## config.mk

```make
export PLATFORM = sky130hd
export DESIGN_NAME = sram_arbiter_flat
export DESIGN_NICKNAME = d
export VERILOG_FILES = /design/src/rtl/sram_arbiter_if.sv /design/src/rtl/sram_arbiter.sv /design/src/flat_wrapper.sv
export SDC_FILE = /design/constraint.sdc
export NUM_CORES = 1
export LEC_CHECK = 0
export BUFFER_PORTS_ARGS = -buffer_cell sky130_fd_sc_hd__buf_2
export CAP_MARGIN = 40
export CORE_UTILIZATION = 51
export DETAILED_ROUTE_END_ITERATION = 10
export PLACE_DENSITY = 0.83
export SETUP_SLACK_MARGIN = 0.15
export SYNTH_ARGS = -nofsm -noshare
export SYNTH_HDL_FRONTEND = slang
export SYNTH_SLANG_ARGS = --single-unit
```

## constraint.sdc

```tcl
create_clock -name i_clk -period 3.72 [get_ports i_clk]
set_clock_uncertainty 0.1 [all_clocks]
set_input_delay 0.744 -clock i_clk [delete_from_list [all_inputs] [get_ports i_clk]]
set_output_delay 0.744 -clock i_clk [all_outputs]
set_load 0.005 [all_outputs]
```

## src/rtl/sram_arbiter_if.sv

```systemverilog
// Bundle of the two master request ports, the SRAM controller port and the status flags.
// The slave modport is the arbiter's view; the master modport is the surrounding system's view.
interface sram_arbiter_if;
    logic        i_m0_req;
    logic        i_m0_wr;
    logic [17:0] i_m0_addr;
    logic [31:0] i_m0_wdata;
    logic [3:0]  i_m0_bmask;
    logic [31:0] o_m0_rdata;
    logic        o_m0_ack;

    logic        i_m1_req;
    logic        i_m1_wr;
    logic [17:0] i_m1_addr;
    logic [31:0] i_m1_wdata;
    logic [3:0]  i_m1_bmask;
    logic [31:0] o_m1_rdata;
    logic        o_m1_ack;

    logic [17:0] o_sram_addr;
    logic [31:0] o_sram_wdata;
    logic [3:0]  o_sram_bmask;
    logic        o_sram_wren;
    logic        o_sram_rden;
    logic [31:0] i_sram_rdata;
    logic        i_sram_ack;

    logic        o_busy;
    logic        o_timeout;

    modport slave (
        input  i_m0_req, i_m0_wr, i_m0_addr, i_m0_wdata, i_m0_bmask,
        input  i_m1_req, i_m1_wr, i_m1_addr, i_m1_wdata, i_m1_bmask,
        input  i_sram_rdata, i_sram_ack,
        output o_m0_rdata, o_m0_ack, o_m1_rdata, o_m1_ack,
        output o_sram_addr, o_sram_wdata, o_sram_bmask, o_sram_wren, o_sram_rden,
        output o_busy, o_timeout
    );

    modport master (
        output i_m0_req, i_m0_wr, i_m0_addr, i_m0_wdata, i_m0_bmask,
        output i_m1_req, i_m1_wr, i_m1_addr, i_m1_wdata, i_m1_bmask,
        output i_sram_rdata, i_sram_ack,
        input  o_m0_rdata, o_m0_ack, o_m1_rdata, o_m1_ack,
        input  o_sram_addr, o_sram_wdata, o_sram_bmask, o_sram_wren, o_sram_rden,
        input  o_busy, o_timeout
    );
endinterface

```

## src/rtl/sram_arbiter.sv

```systemverilog
// Two-master arbiter in front of a 32-bit SRAM controller (round-robin or fixed priority).
// Latency: strobe one cycle after grant; master ack one cycle after controller ack or timeout.
// Backpressure: masters hold req until their ack pulse; one RELEASE cycle separates transactions.
module sram_arbiter #(
    parameter int FIXED_PRIO = 0,
    parameter int TIMEOUT    = 255
) (
    input  logic          i_clk,
    input  logic          i_rst,
    sram_arbiter_if.slave bus
);
    localparam int CNT_W = (TIMEOUT < 2) ? 1 : $clog2(TIMEOUT);

    typedef enum logic [1:0] {
        IDLE    = 2'd0,
        BUSY    = 2'd1,
        RELEASE = 2'd2
    } state_t;

    state_t           state_q, state_d;
    logic             wr_q, wr_d;
    logic [17:0]      addr_q, addr_d;
    logic [31:0]      wdata_q, wdata_d;
    logic [3:0]       bmask_q, bmask_d;
    logic             grant_q, grant_d;
    logic [CNT_W-1:0] cnt_q, cnt_d;
    logic [31:0]      m0_rdata_q, m0_rdata_d;
    logic [31:0]      m1_rdata_q, m1_rdata_d;
    logic             m0_ack_q, m0_ack_d;
    logic             m1_ack_q, m1_ack_d;
    logic             timeout_q, timeout_d;

    logic any_req, pick, done_ack, done_to;

    // grant_q doubles as "last granted": on a round-robin tie the other master wins.
    always_comb begin
        any_req = bus.i_m0_req | bus.i_m1_req;
        if (bus.i_m0_req && bus.i_m1_req) begin
            pick = (FIXED_PRIO != 0) ? 1'b1 : ~grant_q;
        end else begin
            pick = bus.i_m1_req;
        end
        done_ack = (state_q == BUSY) && bus.i_sram_ack;
        done_to  = (state_q == BUSY) && !bus.i_sram_ack && (cnt_q == CNT_W'(TIMEOUT - 1));
    end

    always_ff @(posedge i_clk) begin
        if (i_rst) begin
            state_q    <= IDLE;
            wr_q       <= 1'b0;
            addr_q     <= '0;
            wdata_q    <= '0;
            bmask_q    <= '0;
            grant_q    <= 1'b1;
            cnt_q      <= '0;
            m0_rdata_q <= '0;
            m1_rdata_q <= '0;
            m0_ack_q   <= 1'b0;
            m1_ack_q   <= 1'b0;
            timeout_q  <= 1'b0;
        end else begin
            state_q    <= state_d;
            wr_q       <= wr_d;
            addr_q     <= addr_d;
            wdata_q    <= wdata_d;
            bmask_q    <= bmask_d;
            grant_q    <= grant_d;
            cnt_q      <= cnt_d;
            m0_rdata_q <= m0_rdata_d;
            m1_rdata_q <= m1_rdata_d;
            m0_ack_q   <= m0_ack_d;
            m1_ack_q   <= m1_ack_d;
            timeout_q  <= timeout_d;
        end
    end

    always_comb begin
        state_d = state_q;
        case (state_q)
            IDLE:    if (any_req) state_d = BUSY;
            BUSY:    if (done_ack || done_to) state_d = RELEASE;
            RELEASE: state_d = IDLE;
            default: state_d = IDLE;
        endcase
    end

    always_comb begin
        wr_d       = wr_q;
        addr_d     = addr_q;
        wdata_d    = wdata_q;
        bmask_d    = bmask_q;
        grant_d    = grant_q;
        cnt_d      = cnt_q;
        m0_rdata_d = m0_rdata_q;
        m1_rdata_d = m1_rdata_q;
        m0_ack_d   = 1'b0;
        m1_ack_d   = 1'b0;
        timeout_d  = timeout_q;
        case (state_q)
            IDLE: begin
                if (any_req) begin
                    grant_d = pick;
                    wr_d    = pick ? bus.i_m1_wr    : bus.i_m0_wr;
                    addr_d  = pick ? bus.i_m1_addr  : bus.i_m0_addr;
                    wdata_d = pick ? bus.i_m1_wdata : bus.i_m0_wdata;
                    bmask_d = pick ? bus.i_m1_bmask : bus.i_m0_bmask;
                    cnt_d   = '0;
                end
            end
            BUSY: begin
                cnt_d = cnt_q + CNT_W'(1);
                if (done_ack || done_to) begin
                    if (grant_q) m1_ack_d = 1'b1;
                    else         m0_ack_d = 1'b1;
                end
                // A timed-out transaction returns zero data, even for a write.
                if (done_to) begin
                    timeout_d = 1'b1;
                    if (grant_q) m1_rdata_d = '0;
                    else         m0_rdata_d = '0;
                end else if (done_ack && !wr_q) begin
                    if (grant_q) m1_rdata_d = bus.i_sram_rdata;
                    else         m0_rdata_d = bus.i_sram_rdata;
                end
            end
            default: ;
        endcase
    end

    always_comb begin
        bus.o_sram_wren = (state_q == BUSY) && wr_q;
        bus.o_sram_rden = (state_q == BUSY) && !wr_q;
        bus.o_busy      = (state_q != IDLE);
    end

    assign bus.o_sram_addr  = addr_q;
    assign bus.o_sram_wdata = wdata_q;
    assign bus.o_sram_bmask = bmask_q;
    assign bus.o_m0_rdata   = m0_rdata_q;
    assign bus.o_m1_rdata   = m1_rdata_q;
    assign bus.o_m0_ack     = m0_ack_q;
    assign bus.o_m1_ack     = m1_ack_q;
    assign bus.o_timeout    = timeout_q;
endmodule

```

## src/flat_wrapper.sv

```systemverilog
// flat-port wrapper written by rule: the top's interface ports become plain ports
module sram_arbiter_flat 
#(
    parameter int FIXED_PRIO = 0,
    parameter int TIMEOUT    = 255
)
  (i_clk, i_rst, bus_i_m0_req, bus_i_m0_wr, bus_i_m0_addr, bus_i_m0_wdata, bus_i_m0_bmask, bus_i_m1_req, bus_i_m1_wr, bus_i_m1_addr, bus_i_m1_wdata, bus_i_m1_bmask, bus_i_sram_rdata, bus_i_sram_ack, bus_o_m0_rdata, bus_o_m0_ack, bus_o_m1_rdata, bus_o_m1_ack, bus_o_sram_addr, bus_o_sram_wdata, bus_o_sram_bmask, bus_o_sram_wren, bus_o_sram_rden, bus_o_busy, bus_o_timeout);
  sram_arbiter_if bus_i ();
  input  logic i_clk;
  input  logic i_rst;
  input wire logic [$bits(bus_i.i_m0_req)-1:0] bus_i_m0_req;
  input wire logic [$bits(bus_i.i_m0_wr)-1:0] bus_i_m0_wr;
  input wire logic [$bits(bus_i.i_m0_addr)-1:0] bus_i_m0_addr;
  input wire logic [$bits(bus_i.i_m0_wdata)-1:0] bus_i_m0_wdata;
  input wire logic [$bits(bus_i.i_m0_bmask)-1:0] bus_i_m0_bmask;
  input wire logic [$bits(bus_i.i_m1_req)-1:0] bus_i_m1_req;
  input wire logic [$bits(bus_i.i_m1_wr)-1:0] bus_i_m1_wr;
  input wire logic [$bits(bus_i.i_m1_addr)-1:0] bus_i_m1_addr;
  input wire logic [$bits(bus_i.i_m1_wdata)-1:0] bus_i_m1_wdata;
  input wire logic [$bits(bus_i.i_m1_bmask)-1:0] bus_i_m1_bmask;
  input wire logic [$bits(bus_i.i_sram_rdata)-1:0] bus_i_sram_rdata;
  input wire logic [$bits(bus_i.i_sram_ack)-1:0] bus_i_sram_ack;
  output wire logic [$bits(bus_i.o_m0_rdata)-1:0] bus_o_m0_rdata;
  output wire logic [$bits(bus_i.o_m0_ack)-1:0] bus_o_m0_ack;
  output wire logic [$bits(bus_i.o_m1_rdata)-1:0] bus_o_m1_rdata;
  output wire logic [$bits(bus_i.o_m1_ack)-1:0] bus_o_m1_ack;
  output wire logic [$bits(bus_i.o_sram_addr)-1:0] bus_o_sram_addr;
  output wire logic [$bits(bus_i.o_sram_wdata)-1:0] bus_o_sram_wdata;
  output wire logic [$bits(bus_i.o_sram_bmask)-1:0] bus_o_sram_bmask;
  output wire logic [$bits(bus_i.o_sram_wren)-1:0] bus_o_sram_wren;
  output wire logic [$bits(bus_i.o_sram_rden)-1:0] bus_o_sram_rden;
  output wire logic [$bits(bus_i.o_busy)-1:0] bus_o_busy;
  output wire logic [$bits(bus_i.o_timeout)-1:0] bus_o_timeout;
  assign bus_i.i_m0_req = bus_i_m0_req;
  assign bus_i.i_m0_wr = bus_i_m0_wr;
  assign bus_i.i_m0_addr = bus_i_m0_addr;
  assign bus_i.i_m0_wdata = bus_i_m0_wdata;
  assign bus_i.i_m0_bmask = bus_i_m0_bmask;
  assign bus_i.i_m1_req = bus_i_m1_req;
  assign bus_i.i_m1_wr = bus_i_m1_wr;
  assign bus_i.i_m1_addr = bus_i_m1_addr;
  assign bus_i.i_m1_wdata = bus_i_m1_wdata;
  assign bus_i.i_m1_bmask = bus_i_m1_bmask;
  assign bus_i.i_sram_rdata = bus_i_sram_rdata;
  assign bus_i.i_sram_ack = bus_i_sram_ack;
  assign bus_o_m0_rdata = bus_i.o_m0_rdata;
  assign bus_o_m0_ack = bus_i.o_m0_ack;
  assign bus_o_m1_rdata = bus_i.o_m1_rdata;
  assign bus_o_m1_ack = bus_i.o_m1_ack;
  assign bus_o_sram_addr = bus_i.o_sram_addr;
  assign bus_o_sram_wdata = bus_i.o_sram_wdata;
  assign bus_o_sram_bmask = bus_i.o_sram_bmask;
  assign bus_o_sram_wren = bus_i.o_sram_wren;
  assign bus_o_sram_rden = bus_i.o_sram_rden;
  assign bus_o_busy = bus_i.o_busy;
  assign bus_o_timeout = bus_i.o_timeout;
  sram_arbiter #(.FIXED_PRIO(FIXED_PRIO), .TIMEOUT(TIMEOUT)) u_core (.i_clk(i_clk), .i_rst(i_rst), .bus(bus_i));
endmodule
```

=== Yosys cells after proc, flatten, opt, wreduce, memory -nomap -nowiden ===
Cells that the tools add are included.

* Muxes and demuxes: 20
* Reductions and logical operators: 21
* Equal/unequal tests: 4
* Bitwise logic cells: 4
* Add/subtract/negate cells: 1

{| class="wikitable"
|+ Operator list
! cell !! number
|-
| $mux W32 || 9
|-
| $mux W18 || 1
|-
| $pmux W8 S2 || 1
|-
| $add A8 B1 Y8 const B || 1
|-
| $eq A8 B8 Y1 const B || 1
|-
| $mux W8 || 1
|-
| $reduce_and A2 Y1 || 4
|-
| $logic_and A1 B1 Y1 || 7
|-
| $reduce_and A3 Y1 || 2
|-
| $reduce_bool A2 Y1 || 3
|-
| $mux W1 || 4
|-
| $mux W2 || 2
|-
| $mux W4 || 1
|-
| $pmux W2 S2 || 1
|-
| $not A1 Y1 || 3
|-
| $reduce_or A3 Y1 || 1
|-
| $eq A2 B1 Y1 const B || 1
|-
| $logic_not A1 Y1 || 2
|-
| $logic_not A2 Y1 || 1
|-
| $ne A2 B1 Y1 const B || 1
|-
| $ne A2 B2 Y1 const B || 1
|-
| $logic_or A1 B1 Y1 || 1
|-
| $or A1 B1 Y1 || 1
|}

* Word-level logic and storage cells: 62
* Flip-flop bits (word level): 133
* Output and inout bits: 124

=== Longest topological paths before layout ===
Gate-level depths: netlist (run 1).

* Depth after elaboration: 6
* Gate-level depth with buffers: 8

=== Worst setup path before layout (run 1) ===
No wires, ideal clock.

* Kind: input to register
* Start point: input port bus_i_m1_req
* End point: register u_core.wdata_q[20] (netlist: u_core.bus.o_sram_wdata[20])
* Cell stages on the path: 5
* Path buffers: 2
* Required time: 3.474 ns
* Library setup time: 0.146 ns
* Slack: 1.840 ns
* Data arrival time: 1.633 ns
* Cell sequence: a21boi_1 > buf_4 > clkbuf_4 > mux2i_1 > a211oi_2

* Cells in the longest elaborated chain, start to end: 3
* Elaborated cells on any way between the ends: 5
* Those cells by class: mux (2); bitwise (1); reduce/logical (2)

{| class="wikitable"
|+ RTL lines
! element !! line !! text
|-
| start, declared || flat_wrapper.sv:16 || <nowiki>input wire logic [$bits(bus_i.i_m1_req)-1:0] bus_i_m1_req;</nowiki>
|-
| $logic_and A1 B1 Y1 || sram_arbiter.sv:38 || <nowiki>if (bus.i_m0_req && bus.i_m1_req) begin</nowiki>
|-
| $mux W1 || sram_arbiter.sv:38 ||
|-
| $mux W32 || sram_arbiter.sv:105 || <nowiki>wdata_d = pick ? bus.i_m1_wdata : bus.i_m0_wdata;</nowiki>
|-
| end signal, assigned || sram_arbiter.sv:65 || <nowiki>wdata_q <= wdata_d;</nowiki>
|-
| end, declared || sram_arbiter.sv:23 || <nowiki>logic [31:0] wdata_q, wdata_d;</nowiki>
|}

Several ways; a longest one is shown, not always the timed one.
A chain may end at the register's enable or synchronous reset.

=== Worst setup path in the final report (run 1) ===
* Start point: register u_core.state_q[1]
* End point: output port bus_o_sram_wren

* Cells in the longest elaborated chain, start to end: 2

{| class="wikitable"
|+ RTL lines
! element !! line !! text
|-
| start, declared || sram_arbiter.sv:20 || <nowiki>state_t state_q, state_d;</nowiki>
|-
| start signal, assigned || sram_arbiter.sv:62 || <nowiki>state_q <= state_d;</nowiki>
|-
| $eq A2 B1 Y1 || sram_arbiter.sv:131 || <nowiki>bus.o_sram_wren = (state_q == BUSY) && wr_q;</nowiki>
|-
| $logic_and A1 B1 Y1 || sram_arbiter.sv:131 ||
|-
| end, declared || flat_wrapper.sv:30 || <nowiki>output wire logic [$bits(bus_i.o_sram_wren)-1:0] bus_o_sram_wren;</nowiki>
|}

Every way passes these cells.

==> results of run 1 <==
worst max path at each step:
stage | to | cells after the start
detailed placement | u_core.bus.o_m0_rdata[0] | 6
global route | u_core.bus.o_m0_rdata[0] | 7
floorplan | u_core.bus.o_sram_wdata[20] | 5
finish | bus_o_sram_wren | 3
CTS | bus_o_sram_wren | 3
global placement | u_core.bus.o_m0_rdata[26] | 6
power by group:
| part | leakage [nW] | internal, mW | total (mW) | switching, mW |
|---|---|---|---|---|
| Combinational | 2.09 | 0.298 | 0.653 | 0.355 |
| Sequential | 1.09 | 1.55 | 1.62 | 0.0738 |
| Clock | 0.304 | 1.15 | 1.74 | 0.590 |
| Total | 3.49 | 2.99 | 4.01 | 1.02 |
cell usage after synthesis:
| cell | instances |
|---|---|
| ha_1 | 2 |
| clkbuf_4 | 1 |
| inv_1 | 3 |
| nand4_1 | 4 |
| and3_1 | 1 |
| buf_6 | 2 |
| nand3b_1 | 33 |
| buf_4 | 13 |
| clkbuf_1 | 31 |
| or2_1 | 2 |
| nor3_1 | 2 |
| nand4b_1 | 2 |
| xor2_1 | 1 |
| nor2_4 | 2 |
| nand3_1 | 65 |
| nor2b_1 | 33 |
| nand2b_1 | 2 |
| o21ai_0 | 3 |
| mux2i_1 | 55 |
| and2_1 | 2 |
| nor2_1 | 62 |
| a211oi_2 | 21 |
| and4b_1 | 2 |
| a211oi_1 | 35 |
| a21boi_1 | 1 |
| and2b_1 | 1 |
| o31ai_1 | 2 |
| mux2_2 | 2 |
| dfxtp_1 | 133 |
| a21oi_1 | 36 |
| or2_2 | 1 |
| nand2_1 | 37 |
| a31oi_1 | 66 |
| buf_2 | 23 |
stage by stage:
stage | power [mW] | area [µm²] | utilization [%] | instances | worst slack, ns
floorplan | 2.05 | 6100 | - | 681 | 1.84
global placement | 2.28 | 7400 | 64.3 | 1034 | 1.23
detailed placement | 2.30 | 7400 | 64.3 | 1034 | 1.18
CTS | 4.04 | 8020 | 69.6 | 1066 | 1.48
global route | 4.20 | 8020 | 69.6 | 1067 | 1.33
finish | 4.01 | 8020 | 69.6 | 1067 | 1.50
cell families (layout without fill, tap and decap cells):
logic type	count (synthesis)	count (layout)	share of synthesized area (%)
AO/OA/AOI/OAI	164	164	19.0
XOR/XNOR	1	1	0.144
adder cells (fa/ha/maj)	2	2	0.410
buffers and inverters	73	315	6.07
flip-flops	133	133	43.7
multiplexers	57	57	9.39
other	0	1	0
AND/OR/NAND/NOR	251	251	21.4
flip-flops by register name, indices dropped and copies added (netlist names):
name	count
u_core.state_q	2
u_core.cnt_q	8
u_core.bus.o_m1_ack	1
u_core.grant_q	1
u_core.bus.o_sram_addr	18
u_core.bus.o_m1_rdata	32
u_core.bus.o_sram_wdata	32
u_core.wr_q	1
u_core.bus.o_m0_rdata	32
u_core.bus.o_sram_bmask	4
u_core.bus.o_timeout	1
u_core.bus.o_m0_ack	1
critical path, delay by kind of cell (launching register included):
family                 cells  cell delay (ns)
AND/OR/NAND/NOR            2             0.52
buffers and inverters      1             0.13
flip-flops                 1             0.31
per-layer routing:
| metal | vias to the layer above | part of all wire [%] | track usage [%] |
|---|---|---|---|
| met5 | - | 0 | 0 |
| met4 | 0 | 2.4 | 10.7 |
| met3 | 34 | 6.9 | 8.11 |
| met2 | 222 | 49 | 44.0 |
| met1 | 2643 | 41 | 29.9 |
| li1 | 2934 | - | - |
area by class of cell:
class	instances	area [µm²]
diodes	1	2.50
clock buffers	22	464
clock inverters	10	153
fillers	947	3500
inverters	3	11.3
multi-input cells	475	3080
flip-flops and latches	133	2670
well taps	143	179
repair buffers	280	1470
==> qor.yml, run 1 <==
status: "complete, but fails checks"
violations: "DRC"
max_freq_ghz: 0.451
clock-sinks: 133
synthesis.area_um2: 6100
synth_top_area_cell: "dfxtp_1"
netlist.area_leader.share_pct: 43.7
place_hpwl_um: 10400
fin_crit_ns: 2.22
synthCells: 681
min_path_type: "flop to flop"
cts_tree: "done"
dieHeight_um: 111
drt-pass1-iter-count: 8
hold_viol_final: 0
seq_area_frac_synth_pct: 43.7
worstPathMaxFanout: 7
syn_nets: 830
htree_levels: 4
rr_startpoint: "u_core.cnt_q[0]"
synth.area.top_cells: "dfxtp_1 (44%), mux2i_1 (9.0%), a31oi_1 (6.8%)"
yosys_warnings: 0
setup_tns_ns: 0
ant_nets: 0
die_x_um: 111
timing.rr.end: "u_core.bus.o_m0_rdata[0]"
worstSetupPathType: "flop to output port"
io_pins: 271
syn_to_final_growth_pct: 31.5
initialDrtViolationCount: 628
setup_viol: 0
placeableCoreArea_um2: 11500
mostFrequentLayoutCell: "buf_2"
yosys.cell_types.count: 34
drive_gt1_share_pct: 36.6
cts_buffer_depth: 2
overflow: 0
gp_congestion: 0.795
rsz0062_at_grt: "no"
grt_pass1_vias: 5366
slew_headroom_pct: 38.3
drt-total-wl_um: 15700
cpMaxStageDelayCell: "and2b_1"
avgSynthCellArea_um2: 8.96
initial_utilization_pct: 53.0
maxCapViolCount: 0
path_clk_slew_ns: 0.06
rr_worst_depth: 7
antenna_found_initial: 1
r2r_setup_slack_ns: 1.55
vias: 5833
cts_buffers: 17
grt_first_pass_wirelength_um: 25700
postCtsSetupBuffers: 0
vdd_ir_drop_max_v: 0.000362
post-route-period-util_pct: 59.6
drc: 30
min_to: "u_core.bus.o_timeout"
cts_hold_buf: 0
whs_ns: 0.342
start_kind: "flop"
die_area_um2: 12400
track_usage_pct: 25.8
hold_path.startpoint: "u_core.bus.o_timeout"
cp-end-kind: "output port"
fin_nets: 1059
worstPathRequired_ns: 2.88
mostFrequentLayoutCells: "buf_2 (269), dfxtp_1 (132), a31oi_1 (66)"
power.density_nw_per_um2: 500
synth-seq-cells: 133
holdPathStages: 2
avgRoutedWirePerCell_um: 14.7
arrival_ns: 1.37
rows: 39
clock_latency_ns: 0.41
cts_resized: 0
viasPerCell: 5.47
worstSetupStartpoint: "u_core.state_q[1]"
root_buffer: "clkbuf_16"
power.leakage_nw: 3.49
port_buffers: 270
maxSlewViolCount: 0
grt_max_degree: 110
cp_cell_sequence: "and2b_1 > and2_1 > buf_2"
cpPeakStageDelay_ns: 0.32
worstMarginPinSlew_ns: 0.926
Note: power is estimated with default switching activity, not from simulation.
==> inputs of run 2 (changes only) <==
--- a/config.mk
+++ b/config.mk
@@ -7,9 +7,9 @@
 export LEC_CHECK = 0
 export BUFFER_PORTS_ARGS = -buffer_cell sky130_fd_sc_hd__buf_2
 export CAP_MARGIN = 40
-export CORE_UTILIZATION = 51
+export CORE_UTILIZATION = 43
 export DETAILED_ROUTE_END_ITERATION = 10
-export PLACE_DENSITY = 0.83
+export PLACE_DENSITY = 0.75
 export SETUP_SLACK_MARGIN = 0.15
 export SYNTH_ARGS = -nofsm -noshare
 export SYNTH_HDL_FRONTEND = slang
==> constraint.sdc (replaced) <==
create_clock -name i_clk -period 1.8 [get_ports i_clk]
set_clock_uncertainty 0.1 [all_clocks]
set_input_delay 0.36 -clock i_clk [delete_from_list [all_inputs] [get_ports i_clk]]
set_output_delay 0.36 -clock i_clk [all_outputs]
set_load 0.005 [all_outputs]
==> qor.yml, run 2 (same netlist as run 1, synthesis figures left out) <==
viasPerCell: 5.45
htree_levels: 4
cts_buffers: 17
clock-sinks: 133
arrival_ns: 1.35
placeableCoreArea_um2: 13900
port_buffers: 270
rsz0062_at_grt: "yes"
grt_pass1_vias: 5299
worstSetupStartpoint: "u_core.state_q[1]"
cts_tree: "done"
place_ws_ns: 0.109
initialDrtViolationCount: 459
setup.worst_path.end: "bus_o_sram_wren"
slew_headroom_pct: 67.0
setup_viol: 1
path_clk_slew_ns: 0.06
root_buffer: "clkbuf_16"
fin_crit_ns: 1.81
power.density_nw_per_um2: 878
fin_area_um2: 9340
initial_utilization_pct: 43.9
diodes: 0
die_area_um2: 14700
dieHeight_um: 121
clock_latency_ns: 0.42
grt_max_degree: 132
overflow: 0
r2r_setup_slack_ns: 0.05
cp-end-kind: "output port"
drc: 0
power.leakage_nw: 3.90
die_x_um: 121
max_freq_ghz: 0.552
syn_to_final_growth_pct: 53.1
drt-pass1-iter-count: 6
gp_congestion: 0.837
maxSlewViolCount: 0
rows: 43
vias: 6243
track_usage_pct: 23.1
min_path_type: "input port to flop"
mostFrequentLayoutCell: "buf_2"
place_hpwl_um: 11500
drive_gt1_share_pct: 49.6
cts_hold_buf: 0
fin_nets: 1103
drt-total-wl_um: 19300
io_pins: 271
regArea_um2: 2670
violations: "setup timing"
status: "complete, but fails checks"
cts_buffer_depth: 2
grt_first_pass_wirelength_um: 26800
worstPathRequired_ns: 1.34
hold_viol_final: 0
worstMarginPinSlew_ns: 0.495
rr_startpoint: "u_core.state_q[1]"
avgRoutedWirePerCell_um: 16.8
timing.rr.end: "u_core.bus.o_m0_ack"
worstSetupPathType: "flop to output port"
antenna_found_initial: 0
num-fill-cells: 1090
post-route-period-util_pct: 101
mostFrequentLayoutCells: "buf_2 (268), dfxtp_1 (128), a31oi_1 (64)"
multi_input_area_um2: 3700
start_kind: "flop"
vdd_ir_drop_max_v: 0.000627
placed_area_um2: 7700
setup_slack_ns: -0.0112
worstPathMaxFanout: 4
rr_worst_depth: 7
maxCapViolCount: 0
ant_nets: 0
run 2: changes by cell type in the layout (fill, tap and decap cells not counted), sizes merged:
cell / delta
clkbuf: +8
clkinv: +3
buf: +35
bufinv: -3
diode: -1
run 2: repair_timing:
action                     4_1_cts  5_1_grt
pin swaps                        6       36
gates resized for setup         19      121
setup endpoints to repair       85      113
cloned                           4        9
setup buffers                    7        5
run 2: worst min path at each step:
stage                     depth (start not counted)  slack (ns)                  from                         to
final                                             3        0.13  bus_i_sram_rdata[20]  u_core.bus.o_m0_rdata[20]
after global routing                              3        0.13  bus_i_sram_rdata[20]  u_core.bus.o_m0_rdata[20]
after CTS                                         3        0.13  bus_i_sram_rdata[20]  u_core.bus.o_m0_rdata[20]
after detailed placement                          2        0.35  u_core.bus.o_timeout       u_core.bus.o_timeout
after global placement                            2        0.35  u_core.bus.o_timeout       u_core.bus.o_timeout
after floorplan                                   1        0.33       u_core.cnt_q[7]            u_core.cnt_q[7]
run 2: power breakdown:
part / switching, mW / internal [mW] / leakage [nW] / total [mW]
Clock: 1.26 / 1.91 / 0.266 / 3.17
Sequential: 0.172 / 3.19 / 1.09 / 3.37
Combinational: 0.872 / 0.792 / 2.54 / 1.66
Total: 2.31 / 5.90 / 3.90 / 8.20
run 2: metal layers:
layer	routed length, µm	vias up	track usage [%]	share of wire, %
met3	867	40	5.36	4.5
met4	448	0	8.26	2.3
met1	8260	2970	28.7	43
met2	9690	199	38.9	50
li1	-	3034	-	-
met5	0	-	0	0
run 2: area by class of cell:
class,count,share of cell area (%)
clock buffers,21,4.82
clock inverters,10,0.911
inverters,3,0.121
multi-input cells,475,39.6
flip-flops and latches,133,28.6
well taps,180,2.41
repair buffers,324,23.5
run 2: through the flow:
step | power (mW) | utilization (%) | hold slack [ns] | TNS (ns) | cells
after floorplan | 4.23 | - | 0.334 | 0 | 681
after global placement | 4.82 | 55.5 | 0.346 | 0 | 1090
after detailed placement | 4.86 | 55.5 | 0.353 | 0 | 1090
after CTS | 8.06 | 61.0 | 0.126 | -0.00123 | 1132
after global routing | 8.55 | 67.3 | 0.126 | -0.122 | 1146
final | 8.20 | 67.3 | 0.132 | -0.0112 | 1146
run 2: critical path, cell delays in order (launching register included):
cell	delay (ns)
dfxtp_2	0.34
and2b_1	0.21
buf_6	0.12
and2_4	0.15
buf_6	0.11
==> inputs of run 3 (changes only) <==
--- a/config.mk
+++ b/config.mk
@@ -7,9 +7,9 @@
 export LEC_CHECK = 0
 export BUFFER_PORTS_ARGS = -buffer_cell sky130_fd_sc_hd__buf_2
 export CAP_MARGIN = 40
-export CORE_UTILIZATION = 43
+export CORE_UTILIZATION = 48
 export DETAILED_ROUTE_END_ITERATION = 10
-export PLACE_DENSITY = 0.75
+export PLACE_DENSITY = 0.79
 export SETUP_SLACK_MARGIN = 0.15
 export SYNTH_ARGS = -nofsm -noshare
 export SYNTH_HDL_FRONTEND = slang
==> constraint.sdc (replaced) <==
create_clock -name i_clk -period 2 [get_ports i_clk]
set_clock_uncertainty 0.1 [all_clocks]
set_input_delay 0.4 -clock i_clk [delete_from_list [all_inputs] [get_ports i_clk]]
set_output_delay 0.4 -clock i_clk [all_outputs]
set_load 0.005 [all_outputs]
==> qor.yml, run 3 (same netlist as run 1, synthesis figures left out) <==
max_freq_ghz: 0.555
fin_crit_ns: 1.80
rsz0062_at_grt: "yes"
overflow: 0
die_area_um2: 13200
dieHeight_um: 115
num-fill-cells: 1047
drt-pass1-iter-count: 7
initial_utilization_pct: 49.9
drt-total-wl_um: 16700
min_path_type: "input port to flop"
vdd_ir_drop_max_v: 0.000583
rr_worst_depth: 8
cp-end-kind: "output port"
worstMarginPinSlew_ns: 0.494
antenna_found_initial: 0
crit_family: "simple AND/OR/NAND/NOR gates"
avgRoutedWirePerCell_um: 15.2
maxCapViolCount: 0
viasPerCell: 5.42
whs_ns: 0.184
syn_to_final_growth_pct: 34.6
power.leakage_nw: 3.56
gp_congestion: 0.805
start_kind: "flop"
worstSetupPathType: "flop to output port"
place_hpwl_um: 10900
grt_max_degree: 132
io_pins: 271
cts_buffer_depth: 2
rows: 40
grt_first_pass_wirelength_um: 25200
mostFrequentLayoutCell: "buf_2"
worstPathRequired_ns: 1.50
drive_gt1_share_pct: 37.7
grt_pass1_vias: 5282
cp_cell_sequence: "and2b_2 > and2_1 > buf_2"
holdPathStages: 3
power.density_nw_per_um2: 912
hold_viol_final: 0
root_buffer: "clkbuf_16"
diodes: 0
path_clk_slew_ns: 0.06
placeableCoreArea_um2: 12200
vias: 5968
ant_nets: 0
port_buffers: 270
track_usage_pct: 24.4
slew_headroom_pct: 67.0
setup_viol: 0
fin_nets: 1069
htree_levels: 4
cts_buffers: 17
cpMaxStageDelayCell: "dfxtp_1"
post-route-period-util_pct: 90.1
cp_num_cells: 3
path_buf_inv: 1
clock-sinks: 133
cts_tree: "done"
initialDrtViolationCount: 467
mostFrequentLayoutCells: "buf_2 (269), dfxtp_1 (132), a31oi_1 (66)"
drc: 0
cpPeakStageDelay_ns: 0.36
maxSlewViolCount: 0
clock_latency_ns: 0.42
die_x_um: 115
worstPathMaxFanout: 4
setup_tns_ns: 0
status: "finished clean"
arrival_ns: 1.30
==> run 3: cell types whose count changed in the layout (fill, tap and decap cells not counted), sizes merged <==
cell and delta:
buf -27, clkbuf -7, inv +1, clkinv -5
bufinv +2, clkinvlp +3
==> run 3: power breakdown <==
group,switching [mW],internal (mW),total [mW]
Clock,1.15,2.06,3.21
Sequential,0.131,2.87,3.00
Combinational,0.690,0.590,1.28
Total,1.97,5.52,7.49
==> run 3: metal layers <==
layer / track usage (%) / wire, µm / up-vias
met5: 0 / 0 / -
met4: 9.52 / 291 / 0
met3: 6.46 / 993 / 23
met2: 42.5 / 8450 / 203
met1: 28.5 / 6950 / 2794
li1: - / - / 2948
==> run 3: tightest hold or removal path, stage by stage <==
cell	delay, ns
buf_2	0.11
nand3b_1	0.07
a31oi_1	0.07
==> run 3: per-stage QoR <==
| stage | utilization [%] | total power, mW | setup WS, ns | cells | area, µm² |
|---|---|---|---|---|---|
| after floorplan | - | 3.81 | 0.453 | 681 | 6100 |
| after global placement | 61.6 | 4.28 | 0.312 | 1065 | 7530 |
| after detailed placement | 61.6 | 4.31 | 0.252 | 1065 | 7530 |
| after CTS | 66.8 | 7.52 | 0.154 | 1098 | 8150 |
| after global routing | 67.2 | 7.80 | 0.141 | 1101 | 8210 |
| final | 67.2 | 7.49 | 0.198 | 1101 | 8210 |
==> run 3: what timing repair did <==
action,CTS,global route
cloned,0,2
hold buffers,0,0
resized for setup,1,2
setup buffers,1,1
setup endpoints to repair,1,4
==> run 3: final timing paths <==
check	startpoint	endpoint	slack (ns)
setup / recovery	u_core.state_q[1]	bus_o_sram_wren	0.20
hold / removal	bus_i_sram_rdata[23]	u_core.bus.o_m0_rdata[23]	0.18
setup reg to reg	u_core.cnt_q[0]	u_core.bus.o_m0_rdata[24]	0.27
hold reg to reg	u_core.bus.o_m1_rdata[17]	u_core.bus.o_m1_rdata[17]	0.37
==> run 3: area by class of cell <==
type	instances	area, µm²	share of cell area (%)
Clock buffer	21	470	5.73
Clock inverter	11	148	1.80
Inverter	3	11.3	0.137
Multi-Input combinational cell	475	3090	37.6
Sequential cell	133	2670	32.5
Tap cell	168	210	2.56
Timing Repair Buffer	290	1620	19.7
